<file path="src/rtl/alu_ctrl_sequencer.sv">
// alu_ctrl_sequencer: control-side initiator for the alu_reg_ram datapath.
// Accepts 32-bit micro-instructions, drives register/ALU/RAM controls through
// ISSUE -> [WAIT] -> WRITE -> DONE, captures status/Cout and counts retires.
// Optional macro CARRY_CHAIN_EN: cin comes from the previously captured carry.
module alu_ctrl_sequencer #(
   parameter int ALU_WAIT = 0,   // extra settle cycles between ISSUE and WRITE (0..15)
   parameter int RETIRE_W = 16
) (
   input  logic                clock,
   input  logic                reset,
   input  logic                instr_valid,
   output logic                instr_ready,
   input  logic [31:0]         instr,
   input  logic [3:0]          status,
   input  logic                Cout,
   output logic                write,
   output logic [4:0]          writeReg,
   output logic [63:0]         data,
   output logic [4:0]          readA,
   output logic [4:0]          readB,
   output logic [4:0]          sel,
   output logic                muxSel,
   output logic                cin,
   output logic                writeRam,
   output logic                done,
   output logic [3:0]          flags,
   output logic                carry_flag,
   output logic [RETIRE_W-1:0] retired
);

   typedef enum logic [2:0] {S_IDLE, S_ISSUE, S_WAIT, S_WRITE, S_DONE} state_t;

   state_t              state_q;
   logic [3:0]          cnt_q;
   logic                ready_q, wen_q, wram_q;
   logic                write_q, writeRam_q, done_q;
   logic [4:0]          writeReg_q, readA_q, readB_q, sel_q;
   logic                muxSel_q, cin_q, carry_q;
   logic [7:0]          imm_q;
   logic [3:0]          flags_q;
   logic [RETIRE_W-1:0] retired_q;

   logic                cin_d;
   logic [RETIRE_W-1:0] retired_d;

   // carry-in source for the instruction being accepted, and the next retire count
   always_comb begin
      retired_d = retired_q + RETIRE_W'(1);
`ifdef CARRY_CHAIN_EN
      cin_d = instr[10] & carry_q;
`else
      cin_d = instr[10];
`endif
   end

   // sequencing FSM; every output is a register loaded on the transition into its state
   always_ff @(posedge clock) begin
      if (reset) begin
         state_q    <= S_IDLE;
         cnt_q      <= 4'd0;
         ready_q    <= 1'b0;
         wen_q      <= 1'b0;
         wram_q     <= 1'b0;
         write_q    <= 1'b0;
         writeRam_q <= 1'b0;
         done_q     <= 1'b0;
         writeReg_q <= 5'd0;
         readA_q    <= 5'd0;
         readB_q    <= 5'd0;
         sel_q      <= 5'd0;
         muxSel_q   <= 1'b0;
         cin_q      <= 1'b0;
         carry_q    <= 1'b0;
         imm_q      <= 8'd0;
         flags_q    <= 4'd0;
         retired_q  <= '0;
      end else begin
         // strobes are single-cycle unless re-asserted below
         write_q    <= 1'b0;
         writeRam_q <= 1'b0;
         done_q     <= 1'b0;
         case (state_q)
            S_IDLE: begin
               if (instr_valid && ready_q) begin
                  // fields land now so they are visible throughout ISSUE
                  ready_q    <= 1'b0;
                  sel_q      <= instr[31:27];
                  writeReg_q <= instr[26:22];
                  readA_q    <= instr[21:17];
                  readB_q    <= instr[16:12];
                  muxSel_q   <= instr[11];
                  cin_q      <= cin_d;
                  wram_q     <= instr[9];
                  wen_q      <= instr[8];
                  imm_q      <= instr[7:0];
                  state_q    <= S_ISSUE;
               end else begin
                  ready_q <= 1'b1;
               end
            end
            S_ISSUE: begin
               if (ALU_WAIT == 0) begin
                  write_q    <= wen_q;
                  writeRam_q <= wram_q;
                  state_q    <= S_WRITE;
               end else begin
                  cnt_q   <= 4'(ALU_WAIT - 1);
                  state_q <= S_WAIT;
               end
            end
            S_WAIT: begin
               if (cnt_q == 4'd0) begin
                  write_q    <= wen_q;
                  writeRam_q <= wram_q;
                  state_q    <= S_WRITE;
               end else begin
                  cnt_q <= cnt_q - 4'd1;
               end
            end
            S_WRITE: begin
               flags_q <= status;
               carry_q <= Cout;
               done_q  <= 1'b1;
               state_q <= S_DONE;
            end
            S_DONE: begin
               retired_q <= retired_d;
               ready_q   <= 1'b1;
               state_q   <= S_IDLE;
            end
            default: state_q <= S_IDLE;
         endcase
      end
   end

   // a ready seen during reset would be discarded, so mask it
   assign instr_ready = ready_q & ~reset;
   assign write       = write_q;
   assign writeReg    = writeReg_q;
   assign data        = {56'd0, imm_q};
   assign readA       = readA_q;
   assign readB       = readB_q;
   assign sel         = sel_q;
   assign muxSel      = muxSel_q;
   assign cin         = cin_q;
   assign writeRam    = writeRam_q;
   assign done        = done_q;
   assign flags       = flags_q;
   assign carry_flag  = carry_q;
   assign retired     = retired_q;

endmodule

</file>
<file path="config.mk">
export PLATFORM = sky130hd
export DESIGN_NAME = alu_ctrl_sequencer
export DESIGN_NICKNAME = d
export VERILOG_FILES = /design/src/rtl/alu_ctrl_sequencer.sv
export SDC_FILE = /design/constraint.sdc
export NUM_CORES = 1
export LEC_CHECK = 0
export CAP_MARGIN = 40
export CORE_ASPECT_RATIO = 0.6
export CORE_UTILIZATION = 40
export CTS_BUF_LIST = sky130_fd_sc_hd__clkbuf_4 sky130_fd_sc_hd__clkbuf_8
export CTS_CLUSTER_SIZE = 25
export DETAILED_ROUTE_END_ITERATION = 8
export HOLD_SLACK_MARGIN = 0.1
export MAX_ROUTING_LAYER = met4
export PLACE_DENSITY = 0.94
export SLEW_MARGIN = 15
export SYNTH_ARGS = -nofsm -noshare
export SYNTH_HDL_FRONTEND = slang
export SYNTH_SLANG_ARGS = --single-unit
</file>
<file path="constraint.sdc">
create_clock -name clock -period 2.75 [get_ports clock]
set_input_delay 0.275 -clock clock [delete_from_list [all_inputs] [get_ports clock]]
set_output_delay 0.275 -clock clock [all_outputs]
set_load 0.01 [all_outputs]
</file>
==> reports/qor.yml <==
min_path_type: "input pin to register"
die_w_um: 111
rrSetupSlack_ns: 0.68
grt_max_degree: 40
die-area_mm2: 0.00748
p_per_area_mw_per_mm2: 661
antennaDiodeCount: 0
io_pins: 151
viasPerCell: 4.50
numCtsBuffers: 9
fin_crit_ns: 2.07
synth-seq-cells: 64
syn_area_mm2: 0.00285
min_path_cells: 2
max_freq_ghz: 0.482
num_rows: 23
yosysUniqueCellTypes: 32
postCtsSetupBuffers: 0
drtAntennaViolNets: 0
antenna_found_initial: 0
worstHoldEndpoint: "retired[7]"
fin_tns_setup_ns: 0
synth-edff-count: 0
grt_use_total: 0.176
start_kind: "register"
r2r_cells: 4
drtIter0Drc: 115
initial_core_util: 0.419
clk_path_buf_depth: 2
syn_inst: 350
worstSetupPathType: "register to register"
cts_root_buf: "clkbuf_8"
cp_top_family: "simple AND/OR/NAND/NOR gates"
path_clk_slew_ns: 0.07
reg2reg_to: "retired[15]"
violations: "design-rule violations"
drc_errors: 14
min-delay-start: "reset"
wirelength_mm: 6.31
holdBufCountCts: 0
fin_nets: 481
clk_latency_ns: 0.34
dr_total_vias: 2380
critPathRequiredTime_ns: 3.02
slowest_stage: "or4_1"
worst-path-buf-inv: 0
slew_viol_final: 0
r2r_start: "state_q[0]"
htree_levels: 3
ir_drop_mv: 0.328
power.leakage_nw: 1.47
grt-ovfl-total: 0
core_mm2: 0.00679
tritoncts: "built"
die_h_um: 67.4
maxCapViolCount: 0
crit_fanout: 12
area_delta_synth_final_pct: 34.2
grt_pass1_wl_mm: 9.70
yosysWarnings: 0
status: "finished, violations left"
grt_pass1_vias: 2099
yosys_most_used_dff: "dfxtp_1"
fin_crit_sh: 0.754
crit_path_end_kind: "register"
crit_cells: 4
synth.yosys.seq_area_share: 0.450
fin_hold_ws_ns: 0.369
finalSetupViolations: 0
hold_viol: 0
wl_per_cell_um: 11.9
fin_skew_ns: 0.00782
syn_avg_cell_area_um2: 8.14
hpwl_mm: 4.62
async_flop_share: 0
ctsResizeCount: 0
power.total_mw: 2.53
crit_arrival_ns: 2.34
max_stage_delay_ns: 0.49
gp_congestion: 0.792
port-buffer-count: 94
crit_path_cell_trace: "or3b_1, or3_1, or4_1, a21oi_1"
firstDrtPassIters: 6
drive_gt1_frac: 0.0475
clock-sinks: 64
rsz0062_at_grt: "no"
==> layer usage <==
metal | vias up | GRT usage | share of wire
met4 | 0 | 0.0531 | 0.0049
met5 | - | - | 0
met3 | 4 | 0.0835 | 0.066
met1 | 1100 | 0.195 | 0.43
li1 | 1201 | - | -
met2 | 75 | 0.285 | 0.50
==> logic make-up (layout without fill, tap and decap cells) <==
kind of cell | after synthesis | in the layout | share of synthesized area
AOI/OAI and AO/OA | 47 | 47 | 0.0843
buffers and inverters | 81 | 118 | 0.181
xor gates and xnor gates | 14 | 14 | 0.0430
DFF | 64 | 64 | 0.450
adders and majority gates | 2 | 2 | 0.00878
other | 1 | 56 | 0.00132
and+or+nand+nor | 136 | 136 | 0.214
muxes | 5 | 5 | 0.0176
==> layout by cell type (no fill, tap or decap), types with 3 or more instances in the layout <==
| cell | instances |
|---|---|
| a21oi_1 | 40 |
| and3_1 | 3 |
| buf_4 | 4 |
| clkbuf_8 | 12 |
| clkdlybuf4s50_1 | 93 |
| conb_1 | 56 |
| dfxtp_1 | 64 |
| inv_1 | 6 |
| mux2i_1 | 5 |
| nand2_1 | 71 |
| nand3_1 | 8 |
| nand4_1 | 3 |
| nor2_1 | 27 |
| nor3_1 | 4 |
| o21ai_0 | 5 |
| or3_1 | 5 |
| xnor2_1 | 6 |
| xor2_1 | 8 |
==> layout make-up <==
type / count / area (µm²)
fill: 623 / 2970
sequential: 64 / 1280
multi-input combinational: 260 / 1260
timing repair buffer: 98 / 966
clock buffer: 14 / 180
tap: 87 / 109
inverter: 6 / 22.5
==> state kept, by name (all words and copies together) (netlist names), 3 cells and up <==
name / count
flags: 4
sel: 5
readA: 5
writeReg: 5
retired: 16
state_q: 3
readB: 5
imm_q: 8
cnt_q: 4
==> stage by stage <==
stage | instance area (µm²) | instances | setup WS (ns) | utilization
detailed placement | 3640 | 515 | 0.685 | 0.536
global placement | 3640 | 515 | 0.748 | 0.536
finish | 3820 | 529 | 0.677 | 0.563
floorplan | 3060 | 405 | 0.818 | -
global route | 3820 | 529 | 0.543 | 0.563
CTS | 3820 | 529 | 0.669 | 0.563
==> how the worst max path moves through the flow <==
stage,start,slack (ns),end
detailed placement,state_q[0],0.69,retired[15]
floorplan,state_q[2],0.82,retired[15]
CTS,state_q[0],0.67,retired[15]
finish,state_q[0],0.68,retired[15]
global route,state_q[2],0.54,retired[15]
global placement,state_q[0],0.75,retired[15]
==> synth_stat cells (3+ instances only) <==
| cell | n | area, µm² |
|---|---|---|
| a21oi_1 | 40 | 200 |
| and3_1 | 3 | 18.8 |
| buf_4 | 56 | 420 |
| clkbuf_1 | 18 | 67.6 |
| dfxtp_1 | 64 | 1280 |
| inv_1 | 6 | 22.5 |
| mux2i_1 | 5 | 50.1 |
| nand2_1 | 71 | 267 |
| nand3_1 | 8 | 40.0 |
| nand4_1 | 3 | 18.8 |
| nor2_1 | 27 | 101 |
| nor3_1 | 4 | 20.0 |
| o21ai_0 | 5 | 25.0 |
| or3_1 | 5 | 31.3 |
| xnor2_1 | 6 | 52.6 |
| xor2_1 | 8 | 70.1 |
==> power breakdown <==
part | switching (mW) | internal (mW) | total [mW]
clock network | 0.318 | 0.412 | 0.730
logic | 0.348 | 0.310 | 0.658
registers | 0.0992 | 1.04 | 1.14
Note: power is estimated with default switching activity, not from simulation.
